[config.mk]
export PLATFORM = sky130hd
export DESIGN_NAME = stack_arbiter
export DESIGN_NICKNAME = d
export VERILOG_FILES = /design/src/rtl/stack_arb_pkg.sv /design/src/rtl/rr_arb2.sv /design/src/rtl/stack_arbiter.sv
export SDC_FILE = /design/constraint.sdc
export NUM_CORES = 1
export LEC_CHECK = 0
export ABC_AREA = 0
export CORE_ASPECT_RATIO = 1.4
export CORE_UTILIZATION = 42
export DETAILED_ROUTE_END_ITERATION = 10
export GPL_ROUTABILITY_DRIVEN = 0
export GPL_TIMING_DRIVEN = 0
export PLACE_DENSITY = 0.95
export SLEW_MARGIN = 20
export SYNTH_ARGS = -nofsm -noshare
export SYNTH_HDL_FRONTEND = slang
export SYNTH_HIERARCHICAL = 1
export SYNTH_SLANG_ARGS = --single-unit
[constraint.sdc]
create_clock -name clk -period 4.91 [get_ports clk]
set_input_delay 0.982 -clock clk [delete_from_list [all_inputs] [get_ports clk]]
set_output_delay 0.982 -clock clk [all_outputs]
set_load 0.01 [all_outputs]
[src/rtl/stack_arb_pkg.sv]
// Shared types for the two-requester stack arbiter.
// FSM state encodings and requester index constants.
package stack_arb_pkg;

    localparam logic [1:0] ST_IDLE = 2'd0;
    localparam logic [1:0] ST_WAIT = 2'd1;
    localparam logic [1:0] ST_RESP = 2'd2;

    typedef enum logic [1:0] {
        IDLE = ST_IDLE,
        WAIT = ST_WAIT,
        RESP = ST_RESP
    } state_e;

    localparam int unsigned REQ0 = 0;
    localparam int unsigned REQ1 = 1;

endpackage

[src/rtl/rr_arb2.sv]
// Combinational two-way round-robin pick.
// gnt is the index of the chosen requester; last is the previous grant.
module rr_arb2
    import stack_arb_pkg::*;
(
    input  logic [1:0] req,
    input  logic       last,
    output logic       gnt
);

    always_comb begin
        gnt = 1'b0;
        if (req == 2'b11) begin
            gnt = ~last;
        end else if (req[REQ1]) begin
            gnt = 1'b1;
        end
    end

endmodule

[src/rtl/stack_arbiter.sv]
// Arbitrates two requesters onto one stack port (IDLE/WAIT/RESP).
// Define STACK_ARB_DEPTHCHK_EN to reject pops when empty / pushes when full.
module stack_arbiter
    import stack_arb_pkg::*;
#(
    parameter int DATA  = 32,
    parameter int DEPTH = 8
) (
    input  logic                         clk,
    input  logic                         rst_n,
    input  logic [1:0]                   req,
    input  logic [1:0]                   push_req,
    input  logic [DATA-1:0]              wdata0,
    input  logic [DATA-1:0]              wdata1,
    output logic [1:0]                   ack,
    output logic [1:0]                   err,
    output logic [DATA-1:0]              rdata,
    output logic                         stk_push,
    output logic                         stk_trigger,
    output logic [DATA-1:0]              stk_write,
    input  logic [DATA-1:0]              stk_read,
    input  logic                         stk_done,
    output logic [$clog2(DEPTH+1)-1:0]   depth
);

    localparam int DW = $clog2(DEPTH + 1);
    localparam logic [DW-1:0] DMAX = DW'(DEPTH);

    state_e          state_q, state_d;
    logic            last_q, last_d;
    logic [1:0]      ack_q, ack_d;
    logic [DATA-1:0] rdata_q, rdata_d;
    logic            push_q, push_d;
    logic            trig_q, trig_d;
    logic [DATA-1:0] wr_q, wr_d;
    logic [DW-1:0]   depth_q, depth_d;
    logic            pick;
    logic            rej;

`ifdef STACK_ARB_DEPTHCHK_EN
    logic [1:0]      err_q, err_d;
`endif

    rr_arb2 u_rr (
        .req  (req),
        .last (last_q),
        .gnt  (pick)
    );

`ifdef STACK_ARB_DEPTHCHK_EN
    always_comb begin
        rej = push_req[pick] ? (depth_q == DMAX)
                             : (depth_q == '0);
    end
`else
    assign rej = 1'b0;
`endif

    always_comb begin
        state_d = state_q;
        last_d  = last_q;
        ack_d   = '0;
        rdata_d = rdata_q;
        push_d  = push_q;
        trig_d  = 1'b0;
        wr_d    = wr_q;
        depth_d = depth_q;
`ifdef STACK_ARB_DEPTHCHK_EN
        err_d   = '0;
`endif
        unique case (state_q)
            IDLE: begin
                if (|req) begin
                    last_d = pick;
                    if (rej) begin
                        // rejected op answers directly without touching the stack
                        ack_d[pick] = 1'b1;
`ifdef STACK_ARB_DEPTHCHK_EN
                        err_d[pick] = 1'b1;
`endif
                        state_d = RESP;
                    end else begin
                        trig_d  = 1'b1;
                        push_d  = push_req[pick];
                        wr_d    = pick ? wdata1 : wdata0;
                        state_d = WAIT;
                    end
                end
            end
            WAIT: begin
                if (stk_done) begin
                    ack_d[last_q] = 1'b1;
                    state_d       = RESP;
                    if (push_q) begin
                        if (depth_q != DMAX) depth_d = depth_q + 1'b1;
                    end else begin
                        rdata_d = stk_read;
                        if (depth_q != '0) depth_d = depth_q - 1'b1;
                    end
                end
            end
            RESP: begin
                state_d = IDLE;
            end
            default: begin
                state_d = IDLE;
            end
        endcase
    end

    always_ff @(posedge clk or negedge rst_n) begin
        if (!rst_n) begin
            state_q <= IDLE;
            last_q  <= 1'b1;
            ack_q   <= '0;
            rdata_q <= '0;
            push_q  <= 1'b0;
            trig_q  <= 1'b0;
            wr_q    <= '0;
            depth_q <= '0;
        end else begin
            state_q <= state_d;
            last_q  <= last_d;
            ack_q   <= ack_d;
            rdata_q <= rdata_d;
            push_q  <= push_d;
            trig_q  <= trig_d;
            wr_q    <= wr_d;
            depth_q <= depth_d;
        end
    end

`ifdef STACK_ARB_DEPTHCHK_EN
    always_ff @(posedge clk or negedge rst_n) begin
        if (!rst_n) begin
            err_q <= '0;
        end else begin
            err_q <= err_d;
        end
    end
    assign err = err_q;
`else
    assign err = '0;
`endif

    assign ack         = ack_q;
    assign rdata       = rdata_q;
    assign stk_push    = push_q;
    assign stk_trigger = trig_q;
    assign stk_write   = wr_q;
    assign depth       = depth_q;

endmodule

After elaboration in Yosys (flattened, before gate mapping)
Index checks and enable logic that the tools add are counted.

Flip-flop bits (word level): 75. Input bits: 103. Output and inout port bits: 74. Word-level logic and storage cells: 47.

Add/subtract/negate cells: 2. Magnitude comparators: 3. Eq/ne operators: 6. Multiplexer cells: 17. Bitwise logic cells: 2. Reduce and logical (&&, ||, !) cells: 9.

Operators by type and width (number): $mux W32 (1); $mux W4 (3); $mux W2 (4); $mux W1 (7); $add A4 B1 Y4 const B (1); $lt A1 B2 Y1 const B (2); $ne A2 B2 Y1 const B (2); $ne A4 B4 Y1 const B (1); $pmux W2 S2 (1); $reduce_and A2 Y1 (2); $reduce_and A4 Y1 (1); $reduce_bool A4 Y1 (1); $sub A4 B1 Y4 const B (1); $reduce_and A3 Y1 (1); $eq A2 B1 Y1 const B (1); $eq A2 B2 Y1 const B (1); $logic_not A2 Y1 (1); $ne A2 B1 Y1 const B (1); $not A1 Y1 (2); $reduce_bool A2 Y1 (1); $reduce_or A2 Y1 (1); $demux W1 S1 (1); $ge A1 B1 Y1 const B (1); $logic_and A1 B1 Y1 (1).

Depth between registers and ports, before layout
Gate-level depths: netlist of the first run.

Depth after elaboration: 6. Gate-level depth with buffers: 6. Mapped depth without buffers: 6.

Hierarchy
The synthesis of the first run kept the hierarchy.

Modules (own cells, without submodules): stack_arbiter (times used 1, cells each 255, area an instance 3216.8 um2, sequential area each 1878.1 um2); rr_arb2 (times used 1, cells each 1, area an instance 11.3 um2, sequential area each 0.0 um2).

Worst setup path after synthesis of the first run
Ideal clock, no wire load.

Kind: input to register. Start point: input port req[1]. End point: register push_q, in the netlist stk_push. Library setup time: 0.126 ns. Arrival time: 1.819 ns. Required time: 4.784 ns. Setup slack: 2.965 ns. Stages on the path: 5. Buffers on the path: 2. Cell sequence: a21boi_2 -> buf_2 -> buf_2 -> mux2i_1 -> a21oi_1.

Cells in the longest elaborated chain, start to end: 4. Elaborated cells on any way between the ends: 7. Those cells by class: eq/ne: 1; mux: 4; reduce/logical: 2.

RTL lines: start: declaration (line stack_arbiter.sv:11) `input logic [1:0] req,`; $eq A2 B2 Y1 or $mux W1 (tied branches) (line rr_arb2.sv:13, rr_arb2.sv:15); $mux W1 (line rr_arb2.sv:13) `if (req == 2'b11) begin`; $mux W1 (implied by the code) (2 in series) (line stack_arbiter.sv:84) `push_d = push_req[pick];`; end signal: assignment (line stack_arbiter.sv:126) `push_q <= push_d;`; end: declaration (line stack_arbiter.sv:33) `logic push_q, push_d;`.

Several ways; a longest one is shown, not always the timed one. The select of a mux whose other input is x is not followed. A chain may end at the register's enable or synchronous reset.

Worst setup path in the final report of the first run
Start point: register push_q, in the netlist stk_push. End point: output port stk_push.

RTL lines: end: declaration (line stack_arbiter.sv:18) `output logic stk_push,`.

No word-level cell between the ends.

==> results.toml, run 1 <==
[worst_setup_path]
r2r-start = "stk_push"
endpoint_kind = "output port"
crit_start = "stk_push"
cp_cell_sequence = "clkdlybuf4s50_1"
critPathLaunchType = "register"
cpPeakStageDelay_ps = 620
crit_buf_inv = 1
critical_path.max_fanout = 7
cpMaxStageDelayCell = "clkdlybuf4s50_1"
path_class = "reg2out"
rr_endpoint = "depth[3]"
r2r_setup_slack_ps = 2970
cp_top_family = "buffers and inverters"
arrival_ps = 1520
worstPathRequired_ps = 3930
reg2reg_depth = 6

[min_path]
min_path_cells = 1
hold_start = "rdata[7]"
min-delay-path-class = "reg2reg"
whs_endpoint = "rdata[7]"

[global_route]
antenna_found_initial = 0
gr-total-overflow = 0
grt_pass1_wl_um = 13600
grt_max_degree = 46
grt_usage_pct = 22.0
grt_pass1_vias = 2903

[sta]
hold_viol = 0
fmax_mhz = 400
finalCriticalPeriod_ps = 2500
slew_violations = 0
tns_ps = 0
fin_skew_ps = 7.36
rsz0062_at_grt = "false"
setup_viol = 0
fin_crit_sh_pct = 50.9

[layout]
area_delta_synth_final_pct = 66.4
final_util_pct = 72.5
nFillCells = 536
drive_above_1_share_pct = 16.7
num_antenna_cells = 0
finalNetCount = 549

[power]
power_density_nw_per_um2 = 595
clkPwrFrac_pct = 18.4
p_int_w = 0.00218
power_frac_seq_pct = 34.9
netSwitchingFraction_pct = 31.8
p_leak_nw = 2.30
power_frac_comb_pct = 46.7
power.switching_w = 0.00102
ir_worst_vdd_uv = 319

[run_status]
status = "finished clean"

[logic_synthesis]
netlist.area_leader.share_pct = 57.4
synth_area_leaders = "dfrtp_1 57%, mux2_2 11%, mux2i_1 11%"
ys_seq_area_share_pct = 58.2
synth_edf_count = 0
synth_common_cells = "74 x dfrtp_1, 36 x nor2_1, 34 x a21oi_1, 34 x mux2i_1, 32 x mux2_2"
async_reset_ff_share_pct = 100
avgSynthCellArea_sq_um = 12.6
synth.largest_area_cell = "dfrtp_1"
netlist_instances = 256
ys_ff_latch = 75
synth_flop_cell = "dfrtp_1"
yosysWarningCount = 6
synth_cell_type_count = 31
netlist_area_sq_um = 3230
yosysMostFrequentCell = "dfrtp_1"

[clocking]
clk_latency_ps = 340
post_cts_buffers = 0
h-tree-depth = 3
cts_sinks = 75
clockBufferDepth = 2
cts_hold_buf = 0
cts-root-buf = "clkbuf_8"
cts_made_buffers = 9
postCtsResizedCells = 0
cts_tree = "yes"
clkTransAtPathRegs_ps = 70

[floorplan]
start_util_pct = 43.6
die_area_sq_um = 8050
design.core.area_sq_um = 7410
io_pins = 177
die_width_um = 76.1
die_y_um = 106
rows = 37

[routing]
ant_nets = 0
routed_wl_um = 8400
viasPerCell = 4.90
post-route-drc-count = 0
first_pass_iters = 4
drtIter0Drc = 40
vias = 2673
routedWlPerCell_um = 15.4

[placement]
io_buffers = 174
hpwlAfterDp_um = 6560

[run]
drv_cap = 0
power groups by stage:
| stage | sequential, W | clock, W | combinational, W |
|---|---|---|---|
| after floorplan | 0.00124 | 0 | 0.000553 |
| after global placement | 0.00110 | 0 | 0.00146 |
| after detailed placement | 0.00113 | 0 | 0.00151 |
| after CTS | 0.00112 | 0.000605 | 0.00151 |
| after global routing | 0.00116 | 0.000627 | 0.00161 |
| final | 0.00111 | 0.000588 | 0.00149 |
sequential cells by signal, indices dropped and copies added (netlist names):
signal / cells
depth: 4
rdata: 32
last_q: 1
stk_trigger: 1
stk_push: 1
stk_write: 32
state_q: 2
ack: 2
kinds of logic after synthesis:
kind of cell / count (synthesis) / synth area share (%)
DFF: 75 / 58.2
muxes: 68 / 22.4
and+or+nand+nor: 48 / 7.17
AOI/OAI and AO/OA: 41 / 7.02
buffers and inverters: 18 / 3.18
adders and majority gates: 3 / 1.40
xor gates and xnor gates: 2 / 0.543
other: 1 / 0.116
per-layer routing:
metal  vias up  share of wire, %  GRT usage (%)
met3        11               5.6           5.54
met1      1288                38           22.8
met2       117                55           41.9
li1       1257                 -              -
met5         -                 0              0
met4         0               1.3           8.52
cell usage in the layout (no fill, tap or decap), types with 2 or more instances in the layout:
master           Yosys  routed
conb_1               1       2
buf_2               10      10
and2_1               2       2
clkdlybuf4s50_1      0     173
nand2_1              2       2
nor2_1              36      36
ha_1                 2       2
o21ai_0              2       2
a21oi_1             34      34
mux2_2              32      32
dfrtp_1             74      74
clkbuf_8             0      12
bufinv_16            0       3
mux2i_1             34      34
nand3_1              2       2
buf_4                6       7
mux2_1               2       2
per-stage QoR:
step | setup slack, ps | instance area, sq um | instances | hold slack, ps | total power [W]
2_1_floorplan | 2970 | 3230 | 257 | 482 | 0.00179
3_3_place_gp | 384 | 5090 | 528 | 471 | 0.00256
3_5_place_dp | 2260 | 5110 | 529 | 476 | 0.00263
4_1_cts | 2370 | 5370 | 545 | 491 | 0.00323
5_1_grt | 2360 | 5370 | 545 | 521 | 0.00339
6_report | 2410 | 5370 | 545 | 485 | 0.00319
layout make-up:
| class | count | area (sq um) | area share (%) |
|---|---|---|---|
| sequential | 75 | 1880 | 35.0 |
| timing repair buffer | 175 | 1760 | 32.7 |
| multi-input combinational | 164 | 1250 | 23.3 |
| clock buffer | 12 | 165 | 3.07 |
| tap | 97 | 121 | 2.26 |
| clock inverter | 4 | 95.1 | 1.77 |
| buffer | 16 | 95.1 | 1.77 |
| inverter | 2 | 7.51 | 0.140 |
worst max path at each step:
stage	end	slack, ps	cells past startpoint
after CTS	stk_push	2370	1
after detailed placement	stk_write[16]	2260	6
after global placement	stk_write[0]	380	1
after global routing	stk_push	2360	1
after floorplan	stk_push	2970	5
final	stk_push	2410	1
Power figures use the tool's default switching activity.
==> inputs of run 2 (changes only) <==
CORE_UTILIZATION = 35   (was 42)
PLACE_DENSITY = 0.88   (was 0.95)
clock period = 2 ns   (was 4.91 ns; I/O delays follow)
==> run 2 against run 1 <==
Sequential cell count unchanged. Register-to-register slack worse by 2800 ps. Die area rose by 20%. Combinational power up 150%. Global-route usage fell by 4.6 points. Core utilization decreased by 12 points. Critical endpoint is now depth[3]. Largest cell class unchanged. Largest power group unchanged. Highest routed layer unchanged.
==> results.toml, run 2 (synthesis results as in run 1) <==
[run_status]
status = "finished clean"

[sta]
fin_crit_sh_pct = 90.7
slew_violations = 0
finalCriticalPeriod_ps = 1810
rsz0062_at_grt = "false"
fmax_mhz = 551
fin_skew_ps = 5.95
whs_ps = 483
setup_viol = 0
hold_viol = 0

[global_route]
gr-total-overflow = 0
grt_pass1_vias = 2779
grt_usage_pct = 17.4
antenna_found_initial = 0
grt_pass1_wl_um = 13100
grt_max_degree = 54

[power]
power_frac_seq_pct = 34.2
power_frac_comb_pct = 46.3
p_int_w = 0.00539
total_power_w = 0.00795
clkPwrFrac_pct = 19.5
netSwitchingFraction_pct = 32.2
ir_worst_vdd_uv = 887
power.switching_w = 0.00256
p_leak_nw = 2.31
power_density_nw_per_um2 = 1460

[routing]
routed_wl_um = 8090
routedWlPerCell_um = 14.5
drtIter0Drc = 61
viasPerCell = 4.77
post-route-drc-count = 0
ant_nets = 0
vias = 2653
first_pass_iters = 4

[clocking]
clockBufferDepth = 2
clk_latency_ps = 330
h-tree-depth = 3
cts-root-buf = "clkbuf_16"
cts_sinks = 75
post_cts_buffers = 0
cts_tree = "yes"
cts_made_buffers = 9
clkTransAtPathRegs_ps = 60

[worst_setup_path]
worstPathRequired_ps = 2230
critPathLaunchType = "register"
endpoint_kind = "register"
critical_path.max_fanout = 7
arrival_ps = 2040
r2r_setup_slack_ps = 190
path_class = "reg2reg"

[layout]
num_antenna_cells = 0
drive_above_1_share_pct = 16.9
area_delta_synth_final_pct = 68.4
finalNonFillerCells = 556
finalNetCount = 550
most-common-layout-cells = "173 x clkdlybuf4s50_1, 73 x dfrtp_1, 36 x nor2_1"
final_common_cell = "clkdlybuf4s50_1"

[floorplan]
die_width_um = 83.2
rows = 41
die_area_sq_um = 9620
design.core.area_sq_um = 8980
die_y_um = 116
io_pins = 177
start_util_pct = 36.0

[min_path]
min-delay-path-class = "reg2reg"

[placement]
hpwlAfterDp_um = 6290
io_buffers = 174
place_inst = 539

[run]
drv_cap = 0
[run 2: cell types whose count changed in the layout (fill, tap and decap cells not counted), sizes merged]
cell / change
clkbuf: -3
clkinvlp: +2
clkinv: +3
bufinv: -2
dlygate4sd3: +1
[run 2: per-layer routing]
metal | vias up | global-route usage (%) | routed length [um]
met2 | 110 | 31.9 | 4330
met4 | 0 | 7.01 | 121
met5 | - | 0 | 0
met1 | 1267 | 19.0 | 3140
li1 | 1267 | - | -
met3 | 9 | 5.06 | 496
[run 2: through the flow]
stage	setup TNS, ps	instance area, sq um	setup slack [ps]	util [%]
6_report	0	5440	185	60.6
5_1_grt	0	5440	63.8	60.6
4_1_cts	0	5440	42.1	60.6
3_5_place_dp	-552	5130	-58.9	57.2
3_3_place_gp	-144870	5110	-1940	56.9
2_1_floorplan	0	3230	252	-
[run 2: final cells by class]
cell class,instances,area (sq um)
inverter,2,7.51
timing repair buffer,176,1780
multi-input combinational,164,1250
sequential,75,1880
tap,107,134
buffer,16,95.1
clock inverter,7,68.8
fill,710,3540
clock buffer,9,225
[run 2: power groups by stage]
stage	registers (W)	logic, W	clock network, W
final	0.00272	0.00368	0.00155
after global routing	0.00283	0.00397	0.00167
after CTS	0.00273	0.00374	0.00160
after detailed placement	0.00274	0.00372	0
after global placement	0.00270	0.00359	0
after floorplan	0.00304	0.00136	0
[run 2: path summary, 6_finish.rpt]
check | start | depth (start not counted) | end
hold reg to reg | rdata[7] | 1 | rdata[7]
min in group asynchronous | rst_n | 2 | stk_write[21]
setup / recovery | stk_push | 6 | depth[3]
setup reg to reg | stk_push | 6 | depth[3]
hold / removal | rdata[7] | 1 | rdata[7]
max in group asynchronous | rst_n | 3 | last_q
[run 2: critical path, cell delays in order, from the launching register on]
cell,delay (ps)
dfrtp_2,470
inv_1,140
ha_1,360
nand3_1,120
and2_1,190
a41o_1,240
a211oi_1,200
[run 2: repair_timing]
action	4_1_cts	5_1_grt
setup endpoints to repair	0	1
resized for setup	0	1
hold buffers	1	0
hold endpoints to repair	22	0
==> inputs of run 3 (changes only) <==
CAP_MARGIN = 20   (was unset)
==> results of run 3 <==
The final DEF is identical to that of run 2; final timing and power are the same.
